==> src/rtl/uart_rx_if.sv <==
// Serial-line and parallel-result bundle for uart_rx.
// master drives the line and the tick; slave is the receiver.
interface uart_rx_if;
  logic       rx;
  logic       s_tick;
  logic [7:0] dout;
  logic       rx_done_tick;
  logic       frame_err;
  logic       parity_err;

  modport master (output rx, s_tick, input dout, rx_done_tick, frame_err, parity_err);
  modport slave  (input rx, s_tick, output dout, rx_done_tick, frame_err, parity_err);
endinterface

==> src/rtl/uart_rx.sv <==
// 8N1 UART receiver with 16x oversampling on s_tick and a 2-FF input synchroniser.
// Define UART_RX_PARITY_EN to insert an even-parity bit between data and stop.
module uart_rx #(
  parameter int DBIT    = 8,
  parameter int SB_TICK = 16
) (
  input  logic     clk,
  input  logic     rst,
  uart_rx_if.slave bus
);
  localparam int SW = (SB_TICK > 16) ? 5 : 4;

  typedef enum logic [2:0] {IDLE, START, DATA, PARITY, STOP} state_t;

  state_t          state_q, state_d;
  logic [SW-1:0]   s_q, s_d;
  logic [2:0]      n_q, n_d;
  logic [7:0]      b_q, b_d;
  logic [7:0]      dout_q, dout_d;
  logic            done_q, done_d;
  logic            ferr_q, ferr_d;
  logic [1:0]      sync_q, sync_d;
  logic            rx_s;
  logic [7:0]      data_w;
`ifdef UART_RX_PARITY_EN
  logic            par_q, par_d;
  logic            perr_q, perr_d;
`endif

  assign rx_s   = sync_q[1];
  assign data_w = b_q >> (8 - DBIT);

  always_ff @(posedge clk or negedge rst) begin
    if (!rst) begin
      state_q <= IDLE;
      s_q     <= '0;
      n_q     <= '0;
      b_q     <= '0;
      dout_q  <= '0;
      done_q  <= 1'b0;
      ferr_q  <= 1'b0;
      sync_q  <= 2'b11;
`ifdef UART_RX_PARITY_EN
      par_q   <= 1'b0;
      perr_q  <= 1'b0;
`endif
    end else begin
      state_q <= state_d;
      s_q     <= s_d;
      n_q     <= n_d;
      b_q     <= b_d;
      dout_q  <= dout_d;
      done_q  <= done_d;
      ferr_q  <= ferr_d;
      sync_q  <= sync_d;
`ifdef UART_RX_PARITY_EN
      par_q   <= par_d;
      perr_q  <= perr_d;
`endif
    end
  end

  always_comb begin
    state_d = state_q;
    s_d     = s_q;
    n_d     = n_q;
    b_d     = b_q;
    dout_d  = dout_q;
    done_d  = 1'b0;
    ferr_d  = ferr_q;
    sync_d  = {sync_q[0], bus.rx};
`ifdef UART_RX_PARITY_EN
    par_d   = par_q;
    perr_d  = perr_q;
`endif
    case (state_q)
      // Falling edge alone starts a frame; the tick grid is picked up in START.
      IDLE: if (!rx_s) begin
        state_d = START;
        s_d     = '0;
      end
      START: if (bus.s_tick) begin
        if (s_q == SW'(7)) begin
          s_d = '0;
          n_d = '0;
          state_d = rx_s ? IDLE : DATA;
        end else s_d = s_q + 1'b1;
      end
      DATA: if (bus.s_tick) begin
        if (s_q == SW'(15)) begin
          b_d = {rx_s, b_q[7:1]};
          s_d = '0;
          if (n_q == 3'(DBIT - 1)) begin
`ifdef UART_RX_PARITY_EN
            state_d = PARITY;
`else
            state_d = STOP;
`endif
          end else n_d = n_q + 1'b1;
        end else s_d = s_q + 1'b1;
      end
`ifdef UART_RX_PARITY_EN
      PARITY: if (bus.s_tick) begin
        if (s_q == SW'(15)) begin
          par_d   = rx_s;
          s_d     = '0;
          state_d = STOP;
        end else s_d = s_q + 1'b1;
      end
`endif
      // A framing error still delivers the byte, flagged.
      STOP: if (bus.s_tick) begin
        if (s_q == SW'(SB_TICK - 1)) begin
          state_d = IDLE;
          dout_d  = data_w;
          ferr_d  = ~rx_s;
          done_d  = 1'b1;
`ifdef UART_RX_PARITY_EN
          perr_d  = (^data_w) ^ par_q;
`endif
        end else s_d = s_q + 1'b1;
      end
      default: state_d = IDLE;
    endcase
  end

  assign bus.dout         = dout_q;
  assign bus.rx_done_tick = done_q;
  assign bus.frame_err    = ferr_q;
`ifdef UART_RX_PARITY_EN
  assign bus.parity_err   = perr_q;
`else
  assign bus.parity_err   = 1'b0;
`endif
endmodule
==> src/flat_wrapper.sv <==
// flat-port wrapper written by rule: the top's interface ports become plain ports
module uart_rx_flat 
#(
  parameter int DBIT    = 8,
  parameter int SB_TICK = 16
)
  (clk, rst, bus_rx, bus_s_tick, bus_dout, bus_rx_done_tick, bus_frame_err, bus_parity_err);
  uart_rx_if bus_i ();
  input  logic clk;
  input  logic rst;
  input wire logic [$bits(bus_i.rx)-1:0] bus_rx;
  input wire logic [$bits(bus_i.s_tick)-1:0] bus_s_tick;
  output wire logic [$bits(bus_i.dout)-1:0] bus_dout;
  output wire logic [$bits(bus_i.rx_done_tick)-1:0] bus_rx_done_tick;
  output wire logic [$bits(bus_i.frame_err)-1:0] bus_frame_err;
  output wire logic [$bits(bus_i.parity_err)-1:0] bus_parity_err;
  assign bus_i.rx = bus_rx;
  assign bus_i.s_tick = bus_s_tick;
  assign bus_dout = bus_i.dout;
  assign bus_rx_done_tick = bus_i.rx_done_tick;
  assign bus_frame_err = bus_i.frame_err;
  assign bus_parity_err = bus_i.parity_err;
  uart_rx #(.DBIT(DBIT), .SB_TICK(SB_TICK)) u_core (.clk(clk), .rst(rst), .bus(bus_i));
endmodule
==> config.mk <==
export PLATFORM = sky130hd
export DESIGN_NAME = uart_rx_flat
export DESIGN_NICKNAME = d
export VERILOG_FILES = /design/src/rtl/uart_rx_if.sv /design/src/rtl/uart_rx.sv /design/src/flat_wrapper.sv
export SDC_FILE = /design/constraint.sdc
export NUM_CORES = 1
export LEC_CHECK = 0
export CAP_MARGIN = 10
export CORE_MARGIN = 1.5
export CORE_UTILIZATION = 55
export CTS_CLUSTER_SIZE = 40
export DETAILED_ROUTE_END_ITERATION = 12
export HOLD_SLACK_MARGIN = 0.1
export PLACE_DENSITY = 0.81
export SLEW_MARGIN = 20
export SYNTH_ARGS = -nofsm -noshare
export SYNTH_HDL_FRONTEND = slang
export SYNTH_SLANG_ARGS = --single-unit
==> constraint.sdc <==
create_clock -name clk -period 2.5 [get_ports clk]
set_clock_uncertainty 0.15 [all_clocks]
set_input_delay 0.5 -clock clk [delete_from_list [all_inputs] [get_ports clk]]
set_output_delay 0.5 -clock clk [all_outputs]
set_load 0.02 [all_outputs]
* Word-level counts from Yosys, hierarchy flattened *
Index checks and enable logic that the tools add are counted.

word-level totals
  bits in registers = 30
  latch bits = 0
  bits in writable memories = 0
  bits in read-only memories = 0
  output and inout bits = 11
  memories = 0

operators by class
  $add $sub $neg = 2
  multiply operators = 0
  div/mod/pow operators = 0
  $lt $le $gt $ge = 0
  eq/ne operators = 16
  shift operators = 0
  multiplexer cells = 27
  bitwise gates (word level) = 1
  reductions and logical operators = 8

operator list
  kind                                                                      count
  3-bit two-way mux                                                         13
  4-bit two-way mux                                                         7
  4-bit case mux with 4 select lines                                        1
  2-bit inequality test (second input constant)                             6
  3-bit case mux with 4 select lines                                        1
  6-bit AND reduction                                                       2
  2-bit by 1-bit inequality test with 1-bit output (second input constant)  4
  8-bit AND reduction                                                       1
  3-bit equality test (second input constant)                               2
  3-bit case mux with 2 select lines                                        1
  3-bit AND reduction                                                       2
  4-bit by 1-bit adder with 4-bit output (second input constant)            1
  4-bit by 3-bit equality test with 1-bit output (second input constant)    1
  4-bit equality test (second input constant)                               1
  4-bit nonzero test                                                        1
  3-bit by 1-bit adder with 3-bit output (second input constant)            1
  3-bit by 1-bit equality test with 1-bit output (second input constant)    1
  3-bit by 2-bit equality test with 1-bit output (second input constant)    1
  3-bit zero test                                                           1
  1-bit two-way mux                                                         3
  2-bit two-way mux                                                         1
  2-bit nonzero test                                                        1
  1-bit NOT                                                                 1

* Longest topological paths before layout *
Gate-level depths: netlist of run 1.

  depth in word-level cells = 5
  gate-level depth with buffers = 6
  mapped depth without buffers = 6

* Least setup slack after synthesis of run 1 *
No wires, ideal clock.

  path kind = reg-to-reg
  start point = reg u_core.s_q[0]
  end point = reg u_core.n_q[0]
  library setup time = 0.125 ns
  data arrival time = 1.525 ns
  setup slack = 0.700 ns
  stages on the path, launching flop included = 6
  buffers on the path = 0
  clock period less this slack = 1.800 ns
  cells stage by stage = dfrtp_1 -> ha_1 -> nand3_1 -> a32oi_2 -> and4b_4 -> mux2_4

on the way
  word-level cells in the longest chain between the ends = 3

ends and longest elaborated chain
  element                                                                                line                          text
  start: declaration                                                                     uart_rx.sv:16                 logic [SW-1:0] s_q, s_d;
  start signal: assignment                                                               uart_rx.sv:36                 s_q <= '0;
  start signal: assignment                                                               uart_rx.sv:49                 s_q <= s_d;
  4-bit equality test or 4-bit by 3-bit equality test with 1-bit output (tied branches)  uart_rx.sv:90, uart_rx.sv:83
  2-bit by 1-bit inequality test with 1-bit output (no source line)                      n/a
  6-bit AND reduction (no source line) (*)                                               n/a
  end signal: assignment                                                                 uart_rx.sv:50                 n_q <= n_d;
  end: declaration                                                                       uart_rx.sv:17                 logic [2:0] n_q, n_d;

Mark *: on every way between the ends. The rest lies on a longest branch, timed or not.
A chain may end at the register's enable or synchronous reset.

* Final worst setup path of run 1 *
  start point = reg u_core.state_q[2]
  end point = reg u_core.n_q[0]

on the way
  word-level cells in the longest chain between the ends = 3

ends and longest elaborated chain
  element                                                                                                           line           text
  start: declaration                                                                                                uart_rx.sv:15  state_t state_q, state_d;
  start signal: assignment                                                                                          uart_rx.sv:48  state_q <= state_d;
  3-bit by 2-bit equality test with 1-bit output or 3-bit by 1-bit equality test with 1-bit output (tied branches)  uart_rx.sv:76  case (state_q)
  2-bit by 1-bit inequality test with 1-bit output (no source line) (tied with other cells)                         n/a
  6-bit AND reduction (no source line)                                                                              n/a

Parallel ways exist; a longest one is shown, timed or not.

==> insert_results.sql, run 1 <==
INSERT INTO impl_metrics (metric_group, metric, value, unit) VALUES
('routing', 'post-route-drc-count', '0', ''),
('sta', 'setup_ws_final', '487', 'ps'),
('synthesis', 'synth_async_sr_flop_share', '100', '%'),
('routing', 'drt-initial-drc-count', '13', ''),
('synthesis', 'yosys_most_used_dff', 'dfrtp_1', ''),
('final_layout', 'synthToLayoutAreaGrowth', '15.4', '%'),
('sta', 'slew_violations', '0', ''),
('pwr', 'pwr-share-seq', '44.6', '%'),
('clock_tree', 'tritoncts_clock_tree', 'built', ''),
('synthesis', 'post_synth.cell_area_avg', '12.6', 'um^2'),
('global_routing', 'grt_max_degree', '31', ''),
('global_routing', 'global_route.usage.total', '19.5', '%'),
('pwr', 'combinationalPowerShare', '25.9', '%'),
('pwr', 'p_clk_share', '29.5', '%'),
('worst_setup_path', 'worst_setup_path_start_kind', 'flip-flop', ''),
('die', 'core-area', '2450', 'um^2'),
('run', 'max_cap_violations', '0', ''),
('routing', 'vias_after_detailed_routing', '921', ''),
('routing', 'wl_per_cell', '14.9', 'um'),
('pwr', 'power.internal', '0.930', 'mW'),
('final_layout', 'n_antenna_cell', '0', ''),
('clock_tree', 'post_cts_resize_count', '0', ''),
('sta', 'fin_setup_tns', '0', 'ps'),
('synthesis', 'yosys.cell_types.count', '38', ''),
('die', 'start_util', '57.8', '%'),
('final_layout', 'utilization', '66.8', '%'),
('clock_tree', 'cts_post_setup_buffers_inserted', '0', ''),
('worst_setup_path', 'critical_path.max_fanout', '14', ''),
('sta', 'fmax', '497', 'MHz'),
('worst_setup_path', 'max_stage_delay', '640', 'ps'),
('synthesis', 'yosysWarnings', '0', ''),
('worst_setup_path', 'critical_path.slowest_cell', 'dfrtp_1', ''),
('clock_tree', 'clock_tree.root_cell', 'clkbuf_4', ''),
('synthesis', 'synth-seq-area-share', '53.0', '%'),
('sta', 'timing_hold_violations_final', '0', ''),
('die', 'floorplan.rows', '18', ''),
('pwr', 'power.ir.vdd_worst', '0.573', 'mV'),
('sta', 'period_minus_slack', '2010', 'ps'),
('die', 'die_width', '53.8', 'um'),
('routing', 'final_antenna_net_count', '0', ''),
('synthesis', 'mappedNetlistNets', '120', ''),
('pwr', 'netSwitchingFraction', '31.2', '%'),
('worst_setup_path', 'timing.critical_path.to_type', 'flip-flop', ''),
('clock_tree', 'cts_inserted_buffers', '5', ''),
('synthesis', 'netlist_top_cells_area', 'dfrtp_1 (49%), mux2_2 (13%), dfstp_2 (3.7%), o21ai_0 (3.2%), ha_1 (2.6%)', ''),
('synthesis', 'ys_ff_latch', '30', ''),
('pwr', 'power.net_switching', '0.422', 'mW'),
('final_layout', 'layout_cell_share_with_drive_strength_beyond_1', '29.8', '%'),
('synthesis', 'synth_cells', '113', ''),
('sta', 'fin_crit_sh', '80.5', '%'),
('synthesis', 'synth_enable_flop_cells', '0', ''),
('pwr', 'power_density', '825', 'nW/um^2'),
('sta', 'grt_setup_unrepaired', 'no', ''),
('routing', 'route.final.wire_length', '2400', 'um'),
('outcome', 'status', 'complete, no violations', ''),
('routing', 'router_iterations_before_antenna_repair', '4', ''),
('synthesis', 'synthDominantCellAreaShare', '49.3', '%'),
('worst_setup_path', 'worstPathArrival', '2070', 'ps'),
('global_routing', 'number_of_antenna_violations_at_the_first_check_in_global_routing', '0', ''),
('placement', 'post_placement_worst_setup_slack', '290', 'ps'),
('sta', 'finalSetupViolations', '0', ''),
('die', 'die_h', '53.8', 'um'),
('worst_setup_path', 'type_of_the_worst_setup_path', 'reg -> reg', ''),
('global_routing', 'grt_remaining_overflow', '0', ''),
('placement', 'hpwl_reported_at_the_end_of_detailed_placement', '1710', 'um'),
('synthesis', 'synth_largest_area_cell', 'dfrtp_1', ''),
('clock_tree', 'ctsHtreeMaxLevel', '2', ''),
('final_layout', 'design.final.nets', '137', ''),
('pwr', 'p_leak', '0.754', 'nW'),
('global_routing', 'number_of_global_route_vias_before_repair', '921', ''),
('routing', 'routed_via_density', '5.72', '');
[cell usage in the layout, fill, tap and decap left out, types with 2 or more instances in the layout]
cell             synthesis  final
dfstp_2                  2      2
mux2_1                   2      2
nor2_2                   3      3
nand2_1                  6      6
clkbuf_4                 0      5
inv_1                    4      4
nor2_1                   4      4
nand3_1                  5      5
o21ai_0                  9      9
dfrtp_1                 28     28
ha_1                     3      3
nor3_1                   2      2
clkdlybuf4s50_1          0     13
a211o_1                  2      2
mux2_2                  16     16
[worst max-delay path, delay by kind of cell (launching register included)]
| family | cells | cell delay, ps |
|---|---|---|
| AOI/OAI and AO/OA | 1 | 370 |
| muxes | 1 | 300 |
| DFF | 1 | 640 |
| and+or+nand+nor | 2 | 450 |
[power groups by stage]
stage | Combinational [mW] | Sequential (mW) | Clock [mW]
finish | 0.350 | 0.603 | 0.399
global route | 0.391 | 0.612 | 0.430
CTS | 0.349 | 0.602 | 0.411
detailed placement | 0.347 | 0.612 | 0
global placement | 0.324 | 0.609 | 0
floorplan | 0.336 | 0.569 | 0
[final timing paths]
path                            slack [ps]               from           endpoint  cells after the start
worst max-delay path                   490  u_core.state_q[2]      u_core.n_q[0]                      4
worst min-delay path                   210   u_core.sync_q[0]   u_core.sync_q[1]                      0
worst max register to register         490  u_core.state_q[2]      u_core.n_q[0]                      4
worst min register to register         210   u_core.sync_q[0]   u_core.sync_q[1]                      0
max in group asynchronous             1490                rst   u_core.sync_q[1]                      2
min in group asynchronous              400                rst  u_core.state_q[0]                      2
[logic make-up (layout without fill, tap and decap cells)]
family | count (synthesis) | in the layout | synth area share (%)
mux | 20 | 20 | 16.0
fa+ha+maj | 3 | 3 | 2.64
compound gates | 21 | 21 | 10.7
buf+inv | 8 | 26 | 3.96
xor+xnor | 1 | 1 | 0.617
flops | 30 | 30 | 53.0
simple gates | 29 | 29 | 12.8
other cells | 1 | 1 | 0.264
[cell type report]
type	count	area [um^2]
multi-input combinational	75	611
fill	183	816
sequential	30	753
clock buffer	7	55.1
inverter	4	15.0
clock inverter	1	30.0
timing repair buffer	14	138
tap	30	37.5
[through the flow]
step	power, mW	hold slack [ps]	cells
after floorplan	0.905	54.4	113
after global placement	0.934	196	153
after detailed placement	0.960	199	153
after CTS	1.36	213	161
after global routing	1.43	219	161
final	1.35	211	161
[cell usage after synthesis, types with 2 or more instances]
cell type / count
inv_1: 4
a211o_1: 2
nor2_1: 4
nor3_1: 2
dfstp_2: 2
ha_1: 3
mux2_1: 2
buf_6: 3
mux2_2: 16
nand3_1: 5
o21ai_0: 9
dfrtp_1: 28
nor2_2: 3
nand2_1: 6
[state kept, by name, summed over array words and instances (netlist names)]
signal                   count
u_core.b_q                   8
u_core.bus.dout              8
u_core.s_q                   4
u_core.n_q                   3
u_core.state_q               3
u_core.sync_q                2
u_core.bus.frame_err         1
u_core.bus.rx_done_tick      1
[metal layers]
| metal | vias up | GRT usage (%) | routed length, um |
|---|---|---|---|
| li1 | 442 | - | - |
| met1 | 459 | 21.6 | 1020 |
| met2 | 18 | 32.9 | 1230 |
| met3 | 2 | 9.17 | 137 |
| met4 | 0 | 6.41 | 10 |
| met5 | - | 0 | 0 |
(Power assumes the default switching activity.)
==> inputs of run 2 (changes only) <==
CORE_UTILIZATION = 49   (was 55)
PLACE_DENSITY = 0.76   (was 0.81)
clock period = 1.85 ns   (was 2.5 ns; I/O delays follow)
==> insert_results.sql, run 2 (synthesized netlist as in run 1, its figures left out) <==
INSERT INTO impl_metrics (metric_group, metric, value, unit) VALUES
('outcome', 'status', 'complete, no violations', ''),
('final_layout', 'design.final.nets', '151', ''),
('clock_tree', 'ctsHtreeMaxLevel', '2', ''),
('final_layout', 'layout_commonest_cell', 'dfrtp_1', ''),
('clock_tree', 'clock_insertion_delay_at_the_later_pin_of_the_skew_report', '330', 'ps'),
('die', 'die_h', '56.8', 'um'),
('worst_setup_path', 'worstPathArrival', '1910', 'ps'),
('sta', 'fin_setup_tns', '0', 'ps'),
('worst_setup_path', 'cp.buffers_inverters', '0', ''),
('sta', 'timing_hold_violations_final', '0', ''),
('clock_tree', 'cts_inserted_buffers', '5', ''),
('pwr', 'p_leak', '0.905', 'nW'),
('global_routing', 'number_of_antenna_violations_at_the_first_check_in_global_routing', '0', ''),
('clock_tree', 'cts_hold_repair.buffers', '0', ''),
('pwr', 'pwr-share-seq', '40.9', '%'),
('clock_tree', 'cts_sinks', '30', ''),
('worst_setup_path', 'critical_path.slowest_cell', 'dfrtp_1', ''),
('worst_setup_path', 'timing.critical_path.to_type', 'flip-flop', ''),
('pwr', 'power.internal', '1.38', 'mW'),
('pwr', 'total_power', '2.01', 'mW'),
('global_routing', 'grt_max_degree', '31', ''),
('routing', 'wl_per_cell', '14.5', 'um'),
('global_routing', 'global_route.usage.total', '17.2', '%'),
('clock_tree', 'max-clock-path-buffers', '2', ''),
('final_layout', 'multi_input_combinational_cell_area', '642', 'um^2'),
('worst_setup_path', 'worstPathRequired', '1920', 'ps'),
('global_routing', 'wire_length_of_the_first_global_routing_pass', '4140', 'um'),
('die', 'pin_count', '15', ''),
('final_layout', 'n_antenna_cell', '0', ''),
('sta', 'slew_violations', '0', ''),
('die', 'die_width', '56.8', 'um'),
('die', 'start_util', '51.5', '%'),
('placement', 'gp_routability_congestion', '0.733', ''),
('worst_hold_path', 'hp-start', 'u_core.sync_q[0]', ''),
('placement', 'place.detailed.instances', '166', ''),
('worst_setup_path', 'worst_setup_path_start_kind', 'flip-flop', ''),
('worst_setup_path', 'ff2ff_path_depth', '6', ''),
('pwr', 'power.ir.vdd_worst', '0.867', 'mV'),
('pwr', 'power_density', '1120', 'nW/um^2'),
('sta', 'finalSetupViolations', '0', ''),
('worst_setup_path', 'critical_path.max_fanout', '5', ''),
('sta', 'setup_ws_final', '11.3', 'ps'),
('sta', 'period_minus_slack', '1840', 'ps'),
('die', 'fp.dieArea', '3230', 'um^2'),
('clock_tree', 'clkSlewWorstSetupHoldPaths', '90', 'ps'),
('worst_setup_path', 'startpoint', 'u_core.s_q[0]', ''),
('sta', 'finalHoldWorstSlack', '212', 'ps'),
('clock_tree', 'clock_tree.root_cell', 'clkbuf_4', ''),
('run', 'max_cap_violations', '0', ''),
('pwr', 'combinationalPowerShare', '32.7', '%'),
('worst_hold_path', 'worstHoldPathCells', '0', ''),
('worst_hold_path', 'hp-class', 'reg -> reg', ''),
('worst_setup_path', 'path_depth', '6', ''),
('worst_setup_path', 'reg2reg_from', 'u_core.s_q[0]', ''),
('final_layout', 'layout_cell_share_with_drive_strength_beyond_1', '40.3', '%'),
('global_routing', 'number_of_global_route_vias_before_repair', '937', ''),
('pwr', 'p_clk_share', '26.5', '%'),
('pwr', 'power.net_switching', '0.625', 'mW'),
('worst_setup_path', 'max_stage_delay', '400', 'ps'),
('final_layout', 'layout.area.seq', '754', 'um^2'),
('worst_setup_path', 'worstPathCellList', 'ha_4, nand3b_1, a32oi_2, nand3_2, nor2_4, mux2_1', ''),
('routing', 'routed_via_density', '5.58', ''),
('final_layout', 'n_fill_cell', '215', ''),
('die', 'floorplan.rows', '19', ''),
('sta', 'fmax', '544', 'MHz'),
('clock_tree', 'tritoncts_clock_tree', 'built', ''),
('placement', 'hpwl_reported_at_the_end_of_detailed_placement', '1740', 'um'),
('final_layout', 'synthToLayoutAreaGrowth', '26.3', '%'),
('sta', 'fin_crit_sh', '99.4', '%'),
('routing', 'drt-initial-drc-count', '26', ''),
('routing', 'vias_after_detailed_routing', '976', ''),
('worst_setup_path', 'type_of_the_worst_setup_path', 'reg -> reg', ''),
('final_layout', 'layoutNonFillerInstCount', '175', ''),
('routing', 'post-route-drc-count', '0', ''),
('placement', 'io_buffers', '13', ''),
('final_layout', 'layout_common_cells', 'dfrtp_1 (27), mux2_2 (16), buf_4 (13), clkdlybuf4s50_1 (8), nand2_1 (6)', ''),
('sta', 'grt_setup_unrepaired', 'yes', ''),
('routing', 'router_iterations_before_antenna_repair', '4', ''),
('routing', 'final_antenna_net_count', '0', ''),
('placement', 'post_placement_worst_setup_slack', '-120', 'ps'),
('pwr', 'netSwitchingFraction', '31.2', '%'),
('global_routing', 'grt_remaining_overflow', '0', ''),
('routing', 'route.final.wire_length', '2540', 'um'),
('die', 'core-area', '2760', 'um^2'),
('worst_setup_path', 'cp_top_family', 'flip-flops', '');
==> run 2: changes by cell type in the layout (fill, tap and decap cells not counted), sizes merged <==
cell / before / now
clkdlybuf4s50: 13 / 8
clkbuf: 7 / 6
dlymetal6s2s: 0 / 5
buf: 1 / 15
==> run 2: layer usage <==
metal	vias up	track usage, %	share of wire [%]
li1	466	-	-
met2	18	26.7	49
met3	5	7.14	5.0
met4	0	7.31	1.7
met1	487	21.1	44
met5	-	0	0
==> run 2: metrics by stage <==
step | area (um^2) | util, %
6_report | 1790 | 65.1
5_1_grt | 1790 | 65.1
4_1_cts | 1750 | 63.4
3_5_place_dp | 1650 | 59.7
3_3_place_gp | 1650 | 59.7
2_1_floorplan | 1420 | -
==> run 2: final timing paths <==
kind,endpoint,slack [ps]
worst max-delay path,u_core.state_q[1],10
worst min-delay path,u_core.sync_q[1],210
worst max register to register,u_core.state_q[1],10
worst min register to register,u_core.sync_q[1],210
max in group asynchronous,u_core.sync_q[1],960
min in group asynchronous,u_core.s_q[2],260
==> run 2: layout make-up <==
class	count	area share, %
clock buffer	6	2.86
clock inverter	1	1.67
inverter	4	0.837
multi-input combinational	75	35.8
sequential	30	42.1
tap	31	2.16
timing repair buffer	28	14.6
==> run 2: repair_timing <==
action / CTS / global route
pin swaps: 1 / 1
buffers inserted: 1 / 1
setup endpoints to repair: 3 / 21
resized for setup: 4 / 14
==> run 2: power by group through the flow <==
stage / sequential [mW] / combinational, mW / clock [mW]
3_3_place_gp: 0.815 / 0.557 / 0
4_1_cts: 0.819 / 0.614 / 0.545
3_5_place_dp: 0.823 / 0.580 / 0
5_1_grt: 0.833 / 0.735 / 0.572
6_report: 0.820 / 0.656 / 0.531
2_1_floorplan: 0.769 / 0.454 / 0
